**config.mk**
```make
export PLATFORM = sky130hd
export DESIGN_NAME = regfile_cmd_port
export DESIGN_NICKNAME = d
export VERILOG_FILES = /design/src/rtl/tetris_pkg.sv /design/src/rtl/sync_fifo.sv /design/src/rtl/regfile_cmd_port.sv
export SDC_FILE = /design/constraint.sdc
export NUM_CORES = 1
export LEC_CHECK = 0
export BUFFER_PORTS_ARGS = -buffer_cell sky130_fd_sc_hd__buf_2
export CAP_MARGIN = 20
export CORE_MARGIN = 10
export CORE_UTILIZATION = 35
export CTS_BUF_LIST = sky130_fd_sc_hd__clkbuf_2 sky130_fd_sc_hd__clkbuf_4 sky130_fd_sc_hd__clkbuf_8
export DETAILED_ROUTE_END_ITERATION = 10
export MAX_ROUTING_LAYER = met4
export PLACE_DENSITY_LB_ADDON = 0.1
export SLEW_MARGIN = 15
export SYNTH_ARGS = -nofsm -noshare
export SYNTH_HDL_FRONTEND = slang
export SYNTH_HIERARCHICAL = 1
export SYNTH_SLANG_ARGS = --single-unit
```
**constraint.sdc**
```tcl
create_clock -name clock -period 4.4 [get_ports clock]
set_clock_uncertainty 0.2 [all_clocks]
set_input_delay 0.66 -clock clock [delete_from_list [all_inputs] [get_ports clock]]
set_output_delay 0.66 -clock clock [all_outputs]
set_load 0.01 [all_outputs]
```
**src/rtl/tetris_pkg.sv**
```systemverilog
// Shared board constants, command encoding and payload layout for the tetris command ports.
package tetris_pkg;

   localparam int unsigned BOARD_ROWS = 20;
   localparam int unsigned BOARD_COLS = 10;

   localparam logic [1:0] OP_WRITE_CELL  = 2'd0;
   localparam logic [1:0] OP_CLEAR_BOARD = 2'd1;

   // Bit positions of the command fields inside a 32-bit register write
   localparam int unsigned OP_MSB    = 31;
   localparam int unsigned OP_LSB    = 30;
   localparam int unsigned COLOR_MSB = 15;
   localparam int unsigned COLOR_LSB = 12;
   localparam int unsigned ROW_MSB   = 9;
   localparam int unsigned ROW_LSB   = 5;
   localparam int unsigned COL_MSB   = 3;
   localparam int unsigned COL_LSB   = 0;

   typedef struct packed {
      logic [1:0] op;
      logic [4:0] row;
      logic [3:0] col;
      logic [3:0] color;
   } cmd_t;

   localparam int unsigned CMD_W = $bits(cmd_t);

endpackage

```
**src/rtl/sync_fifo.sv**
```systemverilog
// Single-clock show-ahead FIFO with registered pointers and occupancy count.
module sync_fifo #(
   parameter int unsigned WIDTH = 15,
   parameter int unsigned DEPTH = 8
) (
   input  logic                     clock,
   input  logic                     reset,
   input  logic                     push,
   input  logic [WIDTH-1:0]         push_data,
   input  logic                     pop,
   output logic [WIDTH-1:0]         head,
   output logic [$clog2(DEPTH):0]   count,
   output logic                     full,
   output logic                     empty
);

   localparam int unsigned AW = $clog2(DEPTH);
   localparam int unsigned CW = AW + 1;

   logic [WIDTH-1:0] mem [DEPTH];
   logic [AW-1:0]    wr_ptr;
   logic [AW-1:0]    rd_ptr;
   logic             pop_fire;
   logic             push_fire;

   assign empty     = (count == '0);
   assign full      = (count == CW'(DEPTH));
   assign pop_fire  = pop && !empty;
   // A full FIFO still accepts a push when the head leaves in the same cycle
   assign push_fire = push && (!full || pop_fire);
   assign head      = mem[rd_ptr];

   // Pointer and occupancy tracking; pointers wrap naturally at the power-of-2 depth
   always_ff @(posedge clock) begin
      if (reset) begin
         wr_ptr <= '0;
         rd_ptr <= '0;
         count  <= '0;
      end else begin
         if (push_fire) wr_ptr <= wr_ptr + AW'(1);
         if (pop_fire)  rd_ptr <= rd_ptr + AW'(1);
         case ({push_fire, pop_fire})
            2'b10:   count <= count + CW'(1);
            2'b01:   count <= count - CW'(1);
            default: count <= count;
         endcase
      end
   end

   // Storage array; contents are don't-care until written, so no reset
   always_ff @(posedge clock) begin
      if (push_fire && !reset) mem[wr_ptr] <= push_data;
   end

endmodule

```
**src/rtl/regfile_cmd_port.sv**
```systemverilog
// Snoops register-file writes to SNOOP_REG, decodes them into board commands and queues them.
module regfile_cmd_port
   import tetris_pkg::*;
#(
   parameter int unsigned SNOOP_REG  = 28,
   parameter int unsigned DEPTH      = 8,
   parameter int unsigned BOARD_ROWS = tetris_pkg::BOARD_ROWS,
   parameter int unsigned BOARD_COLS = tetris_pkg::BOARD_COLS
) (
   input  logic                     clock,
   input  logic                     reset,
   input  logic                     wr_en,
   input  logic [4:0]               wr_reg,
   input  logic [31:0]              wr_data,
   output logic                     cmd_valid,
   input  logic                     cmd_ready,
   output logic [1:0]               cmd_op,
   output logic [4:0]               cmd_row,
   output logic [3:0]               cmd_col,
   output logic [3:0]               cmd_color,
   output logic [$clog2(DEPTH):0]   fifo_count,
   output logic                     overflow,
   output logic                     bad_cmd,
   input  logic                     err_clr
);

   logic capture;
   cmd_t raw;
   cmd_t decoded;
   logic cmd_ok;
   logic push_req;
   logic bad_set;
   logic ovf_set;
   logic pop_fire;
   logic fifo_full;
   logic fifo_empty;
   cmd_t head;
   logic unused_bits;

   // Register index 0 is hard-wired zero on the CPU, so it never captures
   assign capture = wr_en && (wr_reg == 5'(SNOOP_REG)) && (wr_reg != 5'd0);

   assign raw.op    = wr_data[OP_MSB:OP_LSB];
   assign raw.row   = wr_data[ROW_MSB:ROW_LSB];
   assign raw.col   = wr_data[COL_MSB:COL_LSB];
   assign raw.color = wr_data[COLOR_MSB:COLOR_LSB];

   assign unused_bits = ^{wr_data[29:16], wr_data[11:10], wr_data[4]};

   // Validate the opcode and coordinates; clear-board carries zeroed fields
   always_comb begin
      cmd_ok  = 1'b0;
      decoded = '0;
      case (raw.op)
         OP_WRITE_CELL: begin
            cmd_ok  = (32'(raw.row) < BOARD_ROWS) && (32'(raw.col) < BOARD_COLS);
            decoded = raw;
         end
         OP_CLEAR_BOARD: begin
            cmd_ok     = 1'b1;
            decoded.op = OP_CLEAR_BOARD;
         end
         default: cmd_ok = 1'b0;
      endcase
   end

   assign push_req = capture && cmd_ok;
   assign bad_set  = capture && !cmd_ok;
   assign pop_fire = cmd_valid && cmd_ready;
   assign ovf_set  = push_req && fifo_full && !pop_fire;

   sync_fifo #(
      .WIDTH (CMD_W),
      .DEPTH (DEPTH)
   ) u_fifo (
      .clock     (clock),
      .reset     (reset),
      .push      (push_req),
      .push_data (decoded),
      .pop       (cmd_ready),
      .head      (head),
      .count     (fifo_count),
      .full      (fifo_full),
      .empty     (fifo_empty)
   );

   assign cmd_valid = !fifo_empty;
   assign cmd_op    = cmd_valid ? head.op    : 2'd0;
   assign cmd_row   = cmd_valid ? head.row   : 5'd0;
   assign cmd_col   = cmd_valid ? head.col   : 4'd0;
   assign cmd_color = cmd_valid ? head.color : 4'd0;

   // Sticky error flags; a new error in the clear cycle keeps the flag set
   always_ff @(posedge clock) begin
      if (reset) begin
         overflow <= 1'b0;
         bad_cmd  <= 1'b0;
      end else begin
         if (ovf_set)      overflow <= 1'b1;
         else if (err_clr) overflow <= 1'b0;
         if (bad_set)      bad_cmd  <= 1'b1;
         else if (err_clr) bad_cmd  <= 1'b0;
      end
   end

endmodule
```
[Word level (Yosys, flattened, before mapping)]
Memories as Yosys holds them, arrays and structs flattened. A register that Yosys moved wholly into a read port is not among the register bits.
Cells that the tools add are included.
W data, S select, Z words.
Word-level totals
  flip-flop bits (word level): 12
  latch bits: 0
  RAM bits: 120
  bits in read-only memories: 0
  bits of input ports: 42
  output and inout port bits: 22
  logic and storage cells: 54
  memories: 1
Cells by class
  add/sub/neg operators: 4
  multiply operators: 0
  divide/modulo/power cells: 0
  $lt $le $gt $ge: 2
  equality and inequality tests: 5
  shifts and indexed selects: 0
  multiplexer cells: 15
  bitwise operators: 0
  reduce and logical (&&, ||, !) cells: 22
Memory list
  u_fifo.mem: depth 8, width 15, read ports 1, clocked after memory_dff 1, wr ports 1, line sync_fifo.sv:20  | logic [WIDTH-1:0] mem [DEPTH];
Operator list (count)
  $mux W13: 1
  $logic_and A1 B1 Y1: 10
  $mux W4: 2
  $pmux W4 S2: 1
  $add A3 B1 Y3 const B: 2
  $mux W3: 2
  $reduce_bool A2 Y1: 3
  $eq A5 B5 Y1 const B: 1
  $logic_not A1 Y1: 5
  $lt A5 B5 Y1 const B: 1
  $mux W1: 5
  $mux W5: 1
  $reduce_bool A5 Y1: 1
  $add A4 B1 Y4 const B: 1
  $eq A2 B1 Y1 const B: 2
  $eq A4 B4 Y1 const B: 1
  $logic_not A4 Y1: 1
  $lt A4 B4 Y1 const B: 1
  $pmux W2 S2: 1
  $sub A4 B1 Y4 const B: 1
  $eq A2 B2 Y1 const B: 1
  $logic_not A2 Y1: 1
  $mux W2: 1
  $pmux W1 S2: 1
  $logic_or A1 B1 Y1: 1

[Longest topological paths before layout]
  word-level depth: 8
  mapped depth: 11
  mapped depth without buffers: 10

[Cells and area by module]
The synthesis kept the hierarchy.
By module, submodules not included
  sync_fifo: times used 1, cells each 259, area an instance 5285.1 um^2, sequential area each 3863.7 um^2
  regfile_cmd_port: times used 1, cells each 54, area an instance 377.9 um^2, sequential area each 40.0 um^2

[Least setup slack after synthesis]
OpenSTA, ideal clock, no wires.
  path type: input to register
  start point: input wr_reg[0]
  end point: memory u_fifo.mem[0][0], enable pin
  setup time: 0.426 ns
  arrival time: 3.237 ns
  data required time: 3.774 ns
  path slack: 0.537 ns
  stages: 7
  path buffers: 1
  path through: and4bb_1 > nand3_2 > nor2_1 > buf_2 > o21ai_4 > or2_4 > nor4_1
Between the ends
  word-level cells in the longest chain between the ends: 8
  elaborated cells between the ends (all ways): 9
  classes of those cells: eq/ne (1); mux (2); reduce/logical (6)
RTL lines
  from (decl): line regfile_cmd_port.sv:13  | input logic [4:0] wr_reg,
  $eq A5 B5 Y1: line regfile_cmd_port.sv:41  | assign capture = wr_en && (wr_reg == 5'(SNOOP_REG)) && (wr_reg != 5'd0);
  $logic_and A1 B1 Y1: line regfile_cmd_port.sv:41
  $logic_and A1 B1 Y1 *: line regfile_cmd_port.sv:41
  $logic_and A1 B1 Y1 *: line regfile_cmd_port.sv:67  | assign push_req = capture && cmd_ok;
  net push_req: line regfile_cmd_port.sv:31  | logic push_req;
  $logic_and A1 B1 Y1 *: line sync_fifo.sv:30  | assign push_fire = push && (!full || pop_fire);
  $logic_and A1 B1 Y1 *: line sync_fifo.sv:52  | if (push_fire && !reset) mem[wr_ptr] <= push_data;
  $mux W1 *: line sync_fifo.sv:52
  $mux W1 (implied by the code) *: line sync_fifo.sv:52
  to (decl): line sync_fifo.sv:20
The timed path passes the listed nets; every way through them passes the cells marked *.

==> flow_summary.ini <==
[timing]
setup_viol = 0
slew_viol_final = 0
setup-tns-final_ps = 0
rsz0062_at_grt = no
finalHoldViolations = 0
relSlewSlack_pct = 31.9
fin_crit_ps = 3400
max_clock_freq_mhz = 294
min_period_over_period_pct = 77.3
worst_pin_slew_ps = 1020

[routing]
drc = 0
drt_iter0_drc = 144
viasPerCell = 4.77
ant_nets = 0
wl_um = 11700
drtPass1Iterations = 4
avgRoutedWirePerCell_um = 18.9
num_vias = 2931

[power]
irDropWorstVdd_v = 0.000243
p_per_area_nw_per_um2 = 469
p_leak_uw = 0.00229

[clock_network]
post_cts_resized = 0
postCtsSetupRepairBufs = 0
clockRootBuffer = clkbuf_8
clk-insertion-delay-late_ps = 440
clkTransAtPathRegs_ps = 70
cts_max_level = 4
cts-hold-fix-buffers = 0
clock-sinks = 135
cts_buffer_depth = 2
cts_buffers = 17
tritoncts = done

[logic_synthesis]
post-synth-top-area-cell = edfxtp_1
yosys-top-cells-area = edfxtp_1 (64%), mux4_2 (12%), dfxtp_1 (5.3%)
synth_edf_count = 120
postSynth.asyncResetShare_pct = 0
ys_seq_elements = 135
synth_most_common_cell = edfxtp_1
synth_seq_area_share_pct = 68.9
synth_top_area_share_pct = 63.6
synthDistinctLibCells = 50
synth_common_cells = edfxtp_1 (120), mux4_2 (30), nor2_1 (22)
synth_flop_cell = edfxtp_1
synth_cells = 313
synth.cell_area_um2 = 5660
synth_warnings = 6
avgSynthCellArea_um2 = 18.1

[min_path]
min_from = overflow$_SDFFE_PP0P_
hp-class = reg2reg
hold_path_depth = 2
hold_end = overflow$_SDFFE_PP0P_

[global_routing]
grt_pass1_wl_um = 18300
grt_pass1_vias = 3185
met2_usage_pct = 17.9
antenna_found_initial = 0
overflow = 0
use_met1_pct = 14.5
gr-max-usage-layer = met2
grt.total_usage_pct = 11.7
grt_max_degree = 23
grtUsageMet3_pct = 3.01

[die]
num_rows = 46
ioPinCount = 64
die_h_um = 147
core_um2 = 15900
initial_core_util_pct = 35.6
design.die.area_um2 = 21700
die_w_um = 147

[worst_setup_path]
worstSetupPathType = reg2out
worstSetupStartpointType = flop
critPathRequiredTime_ps = 3540
arrival_ps = 2540
r2r_end = u_fifo/count[3]$_SDFFE_PP0P_
crit_path_max_fanout = 13
endpoint_kind = output port
reg2reg_depth = 9
r2r-start = u_fifo/count[0]$_SDFFE_PP0P_
rrSetupSlack_ps = 1630

[finish]
final_cells = 615
num_antenna_cells = 0
syn2layout_area_growth_pct = 17.9
drive_above_1_share_pct = 39.6
nNetsFinal = 433

[place]
place.detailed.hpwl_um = 7290
portBuffers = 46
place_congestion = 0.681
place_inst = 583

[status]
outcome = completed

[run]
drv_cap = 0
-- critical path: stages, from the launching register on --
cell,delay (ps)
dfxtp_2,630
buf_4,320
mux4_2,530
mux2_2,290
and2b_2,190
buf_2,130
-- stage by stage --
step / total power, uW / hold WS, ps / area (um^2) / util, % / setup slack [ps]
global placement: 2100 / 247 / 6260 / 39.4 / 1150
detailed placement: 2110 / 255 / 6260 / 39.4 / 1130
finish: 3130 / 269 / 6680 / 42.0 / 998
CTS: 3190 / 260 / 6680 / 42.0 / 887
global route: 3290 / 292 / 6680 / 42.0 / 799
floorplan: 1910 / 278 / 5690 / - / 537
-- sequential cells by signal, indices dropped and copies added, names as in the netlist, named ones only --
signal         flops
u_fifo/wr_ptr      3
bad_cmd            1
u_fifo/count       4
u_fifo/mem       120
overflow           1
u_fifo/rd_ptr      3
-- final cells by class --
class / count / area [um^2]
clock buffers: 17 / 234
clock inverters: 15 / 184
fillers: 1457 / 9210
inverters: 6 / 22.5
multi-input cells: 164 / 1710
flip-flops and latches: 135 / 3910
well taps: 216 / 270
repair buffers: 62 / 350
-- how the worst max path moves through the flow --
| stage | startpoint | slack, ps | to | cells after the start |
|---|---|---|---|---|
| after floorplan | wr_reg[0] | 540 | u_fifo/mem[0][0]$_DFFE_PP_ | 7 |
| after global placement | wr_reg[0] | 1150 | u_fifo/mem[2][1]$_DFFE_PP_ | 9 |
| after detailed placement | wr_reg[0] | 1130 | u_fifo/mem[2][1]$_DFFE_PP_ | 9 |
| after CTS | flop | 890 | cmd_op[1] | 5 |
| after global routing | flop | 800 | cmd_op[1] | 5 |
| final | flop | 1000 | cmd_op[1] | 5 |
-- kinds of logic after synthesis --
group / Yosys count / synth area share, %
flip-flops: 135 / 68.9
other: 1 / 0.0662
buffers and inverters: 21 / 1.70
AND/OR/NAND/NOR: 78 / 8.00
AO/OA/AOI/OAI: 19 / 3.69
XOR/XNOR: 6 / 0.928
multiplexers: 48 / 15.4
adder cells (fa/ha/maj): 5 / 1.24
-- per-layer routing --
layer	routed length, um	part of all wire [%]
met2	5630	48
met5	0	0
met4	191	1.6
met3	360	3.1
met1	5470	47
-- where the power goes --
group | switching, uW | leakage, uW | internal, uW | total [uW]
logic | 302 | 0.000860 | 299 | 601
registers | 50.0 | 0.00122 | 1410 | 1460
clock network | 465 | 0.000208 | 609 | 1070
-- cells in the final DEF (no fill, tap or decap), types with 4 or more instances in the layout --
cell type and instances:
inv_1 5, ha_1 4, and2_1 15, nor2b_1 8, mux4_2 30, buf_2 46, mux2_2 15, conb_1 8
dfxtp_1 14, nor2_1 22, clkinv_2 4, nand2b_1 5, nand2_1 4, clkbuf_8 17, buf_4 16, and2b_2 5
bufinv_16 4, edfxtp_1 120
(Power assumes the default switching activity.)
